--- src/rtl/cacheline_burst_adapter_pkg.sv ---
// Shared types and default geometry for the cacheline-to-burst adapter.
package cacheline_burst_adapter_pkg;

  localparam int LINE_W  = 256;
  localparam int BURST_W = 64;
  localparam int BEATS   = LINE_W / BURST_W;

  typedef enum logic [1:0] {
    IDLE  = 2'd0,
    READ  = 2'd1,
    WRITE = 2'd2,
    DONE  = 2'd3
  } state_t;

endpackage

--- src/rtl/cacheline_burst_adapter_line_beat_buffer.sv ---
// Cacheline-wide buffer: whole-line load, or one beat written at a time,
// with the currently indexed beat presented on beat_q.
module line_beat_buffer #(
  parameter int LINE_W  = 256,
  parameter int BURST_W = 64,
  parameter int BEATS   = LINE_W / BURST_W,
  parameter int IDX_W   = 2
) (
  input  logic               clk,
  input  logic               rst,
  input  logic               load_en,
  input  logic [LINE_W-1:0]  load_data,
  input  logic               beat_we,
  input  logic [IDX_W-1:0]   beat_idx,
  input  logic [BURST_W-1:0] beat_wdata,
  output logic [LINE_W-1:0]  line_q,
  output logic [BURST_W-1:0] beat_q
);

  logic [BURST_W-1:0] slice_reg [BEATS];

  // Reset clears the line; a whole-line load beats a single-beat write.
  always_ff @(posedge clk) begin
    for (int i = 0; i < BEATS; i++) begin
      if (rst) begin
        slice_reg[i] <= '0;
      end else if (load_en) begin
        slice_reg[i] <= load_data[i*BURST_W +: BURST_W];
      end else if (beat_we && (beat_idx == IDX_W'(i))) begin
        slice_reg[i] <= beat_wdata;
      end
    end
  end

  // Beat 0 occupies the least significant bits of the line.
  for (genvar gi = 0; gi < BEATS; gi++) begin : g_line
    assign line_q[gi*BURST_W +: BURST_W] = slice_reg[gi];
  end

  assign beat_q = slice_reg[beat_idx];

endmodule

--- src/rtl/cacheline_burst_adapter.sv ---
// Splits one cacheline read/write into BEATS memory beats and reassembles
// read beats into a line; Moore FSM with a one-cycle completion pulse.
module cacheline_burst_adapter #(
  parameter int LINE_W  = cacheline_burst_adapter_pkg::LINE_W,
  parameter int BURST_W = cacheline_burst_adapter_pkg::BURST_W,
  parameter int BEATS   = LINE_W / BURST_W
) (
  input  logic               clk,
  input  logic               rst,
  input  logic [31:0]        line_addr,
  input  logic               line_read,
  input  logic               line_write,
  input  logic [LINE_W-1:0]  line_wdata,
  output logic [LINE_W-1:0]  line_rdata,
  output logic               line_resp,
  output logic [31:0]        burst_addr,
  output logic               burst_read,
  output logic               burst_write,
  output logic [BURST_W-1:0] burst_wdata,
  input  logic [BURST_W-1:0] burst_rdata,
  input  logic               burst_resp
);

  import cacheline_burst_adapter_pkg::*;

  localparam int CNT_W = (BEATS > 1) ? $clog2(BEATS) : 1;

  state_t             state_reg, state_next;
  logic [CNT_W-1:0]   cnt_reg;
  logic [31:0]        addr_reg;
  logic               start_req;
  logic               in_burst;
  logic               beat_take;
  logic               last_beat;
  logic [LINE_W-1:0]  line_q;
  logic [BURST_W-1:0] beat_q;

  assign start_req = (state_reg == IDLE) && (line_read || line_write);
  assign in_burst  = (state_reg == READ) || (state_reg == WRITE);
  assign beat_take = in_burst && burst_resp;
  assign last_beat = (cnt_reg == CNT_W'(BEATS - 1));

  // State register.
  always_ff @(posedge clk) begin
    if (rst) state_reg <= IDLE;
    else     state_reg <= state_next;
  end

  // Next-state logic: write has priority; DONE always returns to IDLE.
  always_comb begin
    state_next = state_reg;
    case (state_reg)
      IDLE: begin
        if (line_write)     state_next = WRITE;
        else if (line_read) state_next = READ;
      end
      READ, WRITE: begin
        if (beat_take && last_beat) state_next = DONE;
      end
      DONE:    state_next = IDLE;
      default: state_next = IDLE;
    endcase
  end

  // Beat counter and aligned address; responses outside a burst are ignored.
  always_ff @(posedge clk) begin
    if (rst) begin
      cnt_reg  <= '0;
      addr_reg <= '0;
    end else begin
      if (start_req) addr_reg <= {line_addr[31:5], 5'b0};
      if (beat_take) cnt_reg <= last_beat ? '0 : cnt_reg + 1'b1;
    end
  end

  line_beat_buffer #(
    .LINE_W  (LINE_W),
    .BURST_W (BURST_W),
    .BEATS   (BEATS),
    .IDX_W   (CNT_W)
  ) u_buffer (
    .clk        (clk),
    .rst        (rst),
    .load_en    (start_req),
    .load_data  (line_wdata),
    .beat_we    (beat_take && (state_reg == READ)),
    .beat_idx   (cnt_reg),
    .beat_wdata (burst_rdata),
    .line_q     (line_q),
    .beat_q     (beat_q)
  );

  // Moore outputs decoded from state and registers.
  always_comb begin
    line_resp   = (state_reg == DONE);
    burst_read  = (state_reg == READ);
    burst_write = (state_reg == WRITE);
    burst_addr  = addr_reg;
    burst_wdata = (state_reg == WRITE) ? beat_q : '0;
  end

  assign line_rdata = line_q;

endmodule

--- config.mk ---
export PLATFORM = sky130hd
export DESIGN_NAME = cacheline_burst_adapter
export DESIGN_NICKNAME = d
export VERILOG_FILES = /design/src/rtl/cacheline_burst_adapter_pkg.sv /design/src/rtl/cacheline_burst_adapter_line_beat_buffer.sv /design/src/rtl/cacheline_burst_adapter.sv
export SDC_FILE = /design/constraint.sdc
export NUM_CORES = 1
export LEC_CHECK = 0
export BUFFER_PORTS_ARGS = -buffer_cell sky130_fd_sc_hd__buf_2
export CORE_AREA = 2 2 280 282
export DETAILED_ROUTE_END_ITERATION = 6
export DIE_AREA = 0 0 282 284
export SYNTH_ARGS = -nofsm -noshare
export SYNTH_HDL_FRONTEND = slang
export SYNTH_SLANG_ARGS = --single-unit
--- constraint.sdc ---
create_clock -name clk -period 5.2 [get_ports clk]
set_input_delay 1.56 -clock clk [delete_from_list [all_inputs] [get_ports clk]]
set_output_delay 1.56 -clock clk [all_outputs]
set_load 0.05 [all_outputs]
== Word level (Yosys, flattened, before mapping) ==
Memory sizes are Yosys's and may differ from the RTL's. A register that Yosys moved wholly into a read port is not among the register bits.
Cells that the tools add are included.
Cells by class
  add/sub/neg operators: 1
  eq/ne operators: 8
  multiplexer cells: 37
  bitwise operators: 8
  reduce and logical (&&, ||, !) cells: 14
Operators by type and width (count)
  $mux 64: 9
  $mux 1: 21
  $mux 2: 6
  $eq 2x2->1 const B: 4
  $logic_and 1x1->1: 8
  $or 1x1->1: 8
  $pmux 2 s3: 1
  $eq 2x1->1 const B: 2
  $logic_not 2->1: 2
  $ne 3x3->1 const B: 1
  $add 2x1->2 const B: 1
  $logic_or 1x1->1: 2
  $ne 2x2->1 const B: 1
  $reduce_and 2->1: 1
  $reduce_or 2->1: 1
Word-level totals
  register bits after elaboration: 31
  memory bits (writable): 256
  output and inout bits: 355
  word-level logic and storage cells: 72
  memories: 1
Memory list
  u_buffer.slice_reg: words 4, width 64, read ports 5, clocked after Yosys merged registers in 1, write ports 4, RTL line cacheline_burst_adapter_line_beat_buffer.sv:20  | logic [BURST_W-1:0] slice_reg [BEATS];

== Depth between registers and ports, before layout ==
Gate-level depths: netlist (run 1).
  depth after elaboration: 10
  gate-level depth with buffers: 9

== Modules after synthesis ==
A second synthesis (run 1) with hierarchy kept.
Second synthesis, totals
  cell total of the unflattened synthesis: 968
  area total of the unflattened synthesis: 14148.6 sq um
By module, submodules not included
  line_beat_buffer: instances 1, cells an instance 744, area an instance 12454.4 sq um
  cacheline_burst_adapter: instances 1, cells an instance 224, area an instance 1694.1 sq um

== Worst setup path before layout (run 1) ==
Ideal clock, no wire load.
  path kind: input to register
  from: in line_write
  to: mem u_buffer.slice_reg[1][0] (enable)
  arrival time: 3.450 ns
  path slack: 1.057 ns
  cell stages on the path: 5
  cells stage by stage: o21a_1 > buf_6 > nor2_1 > clkbuf_1 > nand2_1
RTL lines
  start: declaration: RTL line cacheline_burst_adapter.sv:12  | input logic line_write,
  end: declaration: RTL line cacheline_burst_adapter_line_beat_buffer.sv:20

==> results.toml, run 1 <==
[outcome]
status = "finished, final reports clean"

[clocking]
clk_pin_slew_worst_paths_ns = 0.05
cts_buffer_depth = 3
cts_made_buffers = 35
cts-root-buf = "clkbuf_16"
hold_buffers = 0
cts_resized = 0
cts_tree = "built"
clk_latency_ns = 0.54
cts_setup_buffers = 0
cts_sinks = 289
htree_levels = 2

[floorplan]
rows = 102
die_h_um = 284
die_width_um = 282
io-pin-count = 712
coreArea_mm2 = 0.07696
initial_core_util = 0.1773
die_area_mm2 = 0.08009

[timing]
clock_skew_ns = 0.02033
relSlewSlack = 0.3435
period_minus_slack_ns = 4.174
setup_slack_ns = 1.026
fin_tns_setup_ns = 0
rsz0062_at_grt = "no"
hold_ws_ns = 0.4747
worst_slew_pin_slew_ns = 0.9848
drv_slew = 0
setup_viol = 0
finalHoldViolCount = 0
final.period_utilization = 0.8027
max_freq_mhz = 239.6

[yosys]
ys_top_cells_by_area = "edfxtp_1 56%, a22o_1 18%, mux4_2 11%"
ys_ff_latch = 289
yosys.area.top_type_share = 0.5636
yosysUniqueCellTypes = 26
yosysSeqAreaShare = 0.6120
synth_cells = 833
synth_area_mm2 = 0.01364
yosys_warnings = 0
yosys.area.top_type = "edfxtp_1"
syn-mean-instance-area_um2 = 16.38

[layout]
multi_input_area_mm2 = 0.004718
finalInstanceArea_mm2 = 0.01926
fillers = 8093
finalNonFillerCells = 2574
layout_common_cells = "701 x buf_2, 283 x a22o_1, 256 x edfxtp_1"
largest_reg_flops = 256
finalCoreUtilization = 0.2502
final_common_cell = "buf_2"
areaGrowthSynthToFinish_pct = 41.17
layout-drive-gt1-share = 0.5519
fin_nets = 1874
seqCellArea_mm2 = 0.008356

[power_and_ir_drop]
p_leak_nw = 8.559
ir_drop_mv = 0.4153
total_power_mw = 12.77
power.density_mw_per_mm2 = 663.4
p_int_mw = 6.539
switching_share = 0.4881
pwr-share-clk = 0.183
comb_power_share = 0.492
p_seq_frac = 0.324
p_sw_mw = 6.234

[worst_setup_path]
rr_startpoint = "state_reg[0]$_SDFFE_PP0P_"
path_class = "reg -> out"
r2r_end = "u_buffer.slice_reg[3][30]$_DFFE_PP_"
endpoint = "burst_wdata[47]"
cp.required_ns = 3.64
crit_fanout = 21
crit_arrival_ns = 2.61
critPathCaptureType = "output port"
r2r.worst_path.cells = 6
start_kind = "flip-flop"
ff2ff_setup_slack_ns = 2.38

[drt]
first_pass_iters = 5
drt_iter0_drc = 729
drc = 0
vias_per_cell = 4.422
wire_per_inst_um = 22.65
vias = 11383
wl_um = 58300
ant_nets = 0

[global_route]
grt_pass1_vias = 12123
grt_overflow = 0
antenna_found_initial = 7
grt_start_max_net_pins = 140
grt_pass1_wl_um = 81020
groute.usage.overall = 0.1368

[placed_design]
place_worst_setup_slack_ns = 1.433
io_buffers = 701
postPlaceCellArea_mm2 = 0.01818
place_congestion = 0.8314
hpwlAfterDp_um = 42140
dp.cells = 2512

[min_path]
worstHoldPathType = "reg -> reg"

[run]
drv_cap = 0
[power by group through the flow]
stage | clock, mW | combinational, mW | sequential [mW]
2_1_floorplan | 0 | 1.97 | 6.77
3_3_place_gp | 0 | 6.29 | 4.14
3_5_place_dp | 0 | 6.32 | 4.18
4_1_cts | 2.42 | 6.33 | 4.14
5_1_grt | 2.50 | 6.52 | 4.23
6_report | 2.34 | 6.29 | 4.14
[logic make-up (layout without fill, tap and decap cells)]
family | count (synthesis) | in the layout | synth area share
multiplexers | 68 | 68 | 0.1087
AND/OR/NAND/NOR | 89 | 89 | 0.04036
AO/OA/AOI/OAI | 287 | 287 | 0.1839
buffers and inverters | 91 | 785 | 0.04742
other | 1 | 8 | 0.0002749
adder cells (fa/ha/maj) | 8 | 8 | 0.007338
flip-flops | 289 | 289 | 0.6120
[per-layer routing]
metal	global-route usage	vias up	wire, um
li1	-	4838	-
met1	0.1625	5699	22520
met2	0.2330	736	28650
met3	0.03664	106	5220
met4	0.05412	4	1868
met5	0	-	29
[area by class of cell]
type	instances	share of cell area
multi-input combinational	457	0.2450
inverter	4	0.0007797
timing repair buffer	722	0.1969
sequential	289	0.4339
clock buffer	52	0.05367
antenna	3	0.0003899
tap	1040	0.06758
clock inverter	7	0.001754
[worst max-delay path: stages (launching register included)]
cell     delay, ns
dfxtp_4       0.76
buf_12        0.29
mux4_2        0.52
and2_1        0.23
buf_2         0.24
[Yosys cell counts (all sizes together)]
master,number
inv,4
o21a,1
conb,1
mux4,64
buf,72
mux2,1
dfxtp,33
nor2,7
nand2,7
ha,8
a22o,283
a211o,1
clkbuf,15
and2,64
a22oi,1
edfxtp,256
mux2i,3
a21oi,1
nand2b,1
nor3,4
nand3,5
nor2b,1
[how the worst min path moves through the flow]
stage,from,end,slack (ns),cells past startpoint
after detailed placement,burst_addr[17]$_SDFFE_PP0P_,burst_addr[17]$_SDFFE_PP0P_,0.46,1
after global routing,burst_addr[21]$_SDFFE_PP0P_,burst_addr[21]$_SDFFE_PP0P_,0.50,1
after global placement,burst_addr[9]$_SDFFE_PP0P_,burst_addr[9]$_SDFFE_PP0P_,0.46,1
final,burst_addr[17]$_SDFFE_PP0P_,burst_addr[17]$_SDFFE_PP0P_,0.47,1
after CTS,burst_addr[17]$_SDFFE_PP0P_,burst_addr[17]$_SDFFE_PP0P_,0.48,1
after floorplan,state_reg[0]$_SDFFE_PP0P_,state_reg[0]$_SDFFE_PP0P_,0.48,2
Power figures use the tool's default switching activity.
==> run 2, diff against run 1 <==
--- a/config.mk
+++ b/config.mk
@@ -5,10 +5,11 @@
 export SDC_FILE = /design/constraint.sdc
 export NUM_CORES = 1
 export LEC_CHECK = 0
+export ABC_AREA = 1
 export BUFFER_PORTS_ARGS = -buffer_cell sky130_fd_sc_hd__buf_2
-export CORE_AREA = 2 2 280 282
+export CORE_AREA = 2 2 275 277
 export DETAILED_ROUTE_END_ITERATION = 6
-export DIE_AREA = 0 0 282 284
+export DIE_AREA = 0 0 277 279
 export SYNTH_ARGS = -nofsm -noshare
 export SYNTH_HDL_FRONTEND = slang
 export SYNTH_SLANG_ARGS = --single-unit
==> constraint.sdc (replaced) <==
create_clock -name clk -period 3.4 [get_ports clk]
set_input_delay 1.02 -clock clk [delete_from_list [all_inputs] [get_ports clk]]
set_output_delay 1.02 -clock clk [all_outputs]
set_load 0.05 [all_outputs]
==> run 2 against run 1 <==
Cell area up 12%. Flip-flop and latch count is the same. Die area down 3.5%. Critical path depth increased by 2. Count of clock-buffer cells in the layout is 1 lower. Critical path type unchanged. Critical endpoint is now burst_wdata[36]. Largest cell class unchanged.
==> results.toml, run 2 <==
[outcome]
status = "finished, final reports clean"

[worst_setup_path]
path_class = "reg -> out"
ff2ff_setup_slack_ns = 1.16
crit_path_max_incr_delay_ns = 0.40
worstPathBufferInverterCount = 2
slowest_stage = "dfxtp_4"
r2r.worst_path.cells = 5
rr_startpoint = "state_reg[1]$_SDFFE_PP0P_"
crit_family = "buffers and inverters"
crit_arrival_ns = 2.15
critPathCaptureType = "output port"
crit_fanout = 92
crit_top_cell = "nor2_1"
path_cells = "buf_12 -> nor2_1 -> nor2_1 -> nand2_1 -> a21oi_1 -> buf_2"
cp.required_ns = 2.38
start_kind = "flip-flop"
r2r_end = "u_buffer.slice_reg[0][43]$_DFFE_PP_"

[yosys]
synth_commonest_cells = "863 x nand2_1, 259 x nor2_1, 256 x edfxtp_1, 256 x nand3_1, 138 x inv_1"
ys_top_cells_by_area = "edfxtp_1 49%, nand2_1 21%, nand3_1 8.2%"
synth_area_mm2 = 0.01556
synth_top_family_by_area = "simple AND/OR/NAND/NOR gates"
synth_compound_gate_area_share = 0.02348
yosys.area.top_type = "edfxtp_1"
synth_xor_area_frac = 0
synth_cells = 2036
synth.most_common_cell = "nand2_1"
synthFlopType = "edfxtp_1"
synthAdderAreaFrac = 0.006434
yosys.area.top_type_share = 0.4941
syn-mean-instance-area_um2 = 7.641
yosysUniqueCellTypes = 19
synth-simple-area-share = 0.3572
async_reset_ff_frac = 0
yosysSeqAreaShare = 0.5366
synth_edf_count = 256
synth_mux_area_frac = 0
ys_ff_latch = 289
yosys_warnings = 0

[min_path]
worstHoldPathType = "reg -> reg"
holdPathEnd = "burst_addr[26]$_SDFFE_PP0P_"
hp-start = "burst_addr[26]$_SDFFE_PP0P_"
holdPathStages = 2

[timing]
setup_slack_ns = 0.2319
relSlewSlack = 0.5318
fin_tns_setup_ns = 0
final.period_utilization = 0.9318
rsz0062_at_grt = "no"
worst_slew_pin_slew_ns = 0.7006
period_minus_slack_ns = 3.168
finalHoldViolCount = 0
hold_ws_ns = 0.4368
clock_skew_ns = 0.02644
max_freq_mhz = 315.6
drv_slew = 0
setup_viol = 0

[layout]
areaGrowthSynthToFinish_pct = 38.92
finalNonFillerCells = 3692
largest_reg_flops = 256
layout-drive-gt1-share = 0.3000
finalCoreUtilization = 0.2918
fin_nets = 3056
fillers = 8026
layout_common_cells = "863 x nand2_1, 699 x buf_2, 259 x nor2_1"
seqCellArea_mm2 = 0.008356
final_common_cell = "nand2_1"
multi_input_area_mm2 = 0.006107

[run]
drv_cap = 0

[power_and_ir_drop]
p_leak_nw = 10.82
ir_drop_mv = 0.5386
power.density_mw_per_mm2 = 1063

[placed_design]
io_buffers = 701
place_worst_setup_slack_ns = 0.5586
dp.cells = 3621
hpwlAfterDp_um = 50410
place_congestion = 0.8705

[floorplan]
coreArea_mm2 = 0.07407
io-pin-count = 712
die_area_mm2 = 0.07728
rows = 100
die_h_um = 279
initial_core_util = 0.2100
die_width_um = 277

[clocking]
hold_buffers = 0
cts_made_buffers = 37
cts_resized = 0
clk_latency_ns = 0.56
cts_buffer_depth = 3
cts-root-buf = "clkbuf_16"
clk_pin_slew_worst_paths_ns = 0.06
htree_levels = 2
cts_sinks = 289
cts_tree = "built"
cts_setup_buffers = 0

[drt]
wl_um = 69700
first_pass_iters = 5
wire_per_inst_um = 18.88
ant_nets = 0
vias_per_cell = 4.392
vias = 16216
drc = 0
drt_iter0_drc = 1065

[global_route]
grt_pass1_wl_um = 99670
grt_start_max_net_pins = 93
grt_overflow = 0
groute.usage.overall = 0.1727
grt_pass1_vias = 15860
antenna_found_initial = 14
==> run 2: cell types whose count changed after synthesis, moves of 64 or more <==
cell | before | now
nor2_1 | 7 | 259
and2_1 | 64 | 0
a21oi_1 | 1 | 66
nand3_1 | 5 | 256
a22o_1 | 283 | 0
mux4_2 | 64 | 0
inv_1 | 4 | 138
nand2_1 | 7 | 863
==> run 2: worst max-delay path by stage <==
stage	from	endpoint	depth (start not counted)
final	flip-flop	burst_wdata[36]	6
after global routing	flip-flop	burst_wdata[36]	6
after CTS	flip-flop	burst_wdata[3]	6
after detailed placement	line_write	u_buffer.slice_reg[0][2]$_DFFE_PP_	8
after global placement	line_write	u_buffer.slice_reg[0][2]$_DFFE_PP_	8
after floorplan	burst_resp	u_buffer.slice_reg[3][0]$_DFFE_PP_	2
==> run 2: worst register-to-register path, delay by kind of cell, from the launching register on <==
kind | cells | cell delay [ns]
AO/OA/AOI/OAI | 1 | 0.34
buffers and inverters | 2 | 0.57
AND/OR/NAND/NOR | 1 | 0.40
adder cells (fa/ha/maj) | 1 | 0.18
flip-flops | 1 | 0.33
==> run 2: routing by layer <==
metal	vias to the layer above	wire length [um]	global-route usage
li1	7778	-	-
met1	7407	26350	0.1982
met2	865	33870	0.3009
met3	152	6847	0.05096
met4	14	2548	0.06856
met5	-	90	0
==> run 2: cell families (layout without fill, tap and decap cells) <==
logic type	Yosys count	count (layout)
fa+ha+maj	8	8
other cells	1	8
simple gates	1386	1386
buf+inv	279	959
compound gates	73	73
flops	289	289
==> run 2: metrics by stage <==
| step | power (mW) | area (um2) |
|---|---|---|
| finish | 22.98 | 21610 |
| global route | 24.15 | 21610 |
| CTS | 23.18 | 21600 |
| detailed placement | 19.17 | 20420 |
| floorplan | 15.38 | 15570 |
| global placement | 19.12 | 20420 |
==> run 2: layout make-up <==
cell class                      instances  area share
Sequential cell                       289      0.3866
Multi-Input combinational cell       1472      0.2826
Timing Repair Buffer                  751      0.1950
Tap cell                              969     0.05610
Clock buffer                           51     0.04869
Inverter                              140     0.02443
Clock inverter                         17    0.006253
Antenna cell                            3   0.0003474
==> run 2: power breakdown <==
group	total, mW	internal [mW]	switching, mW
combinational	12.6	2.60	9.96
sequential	6.48	5.62	0.866
clock	3.92	2.32	1.60
total	23.0	10.5	12.4
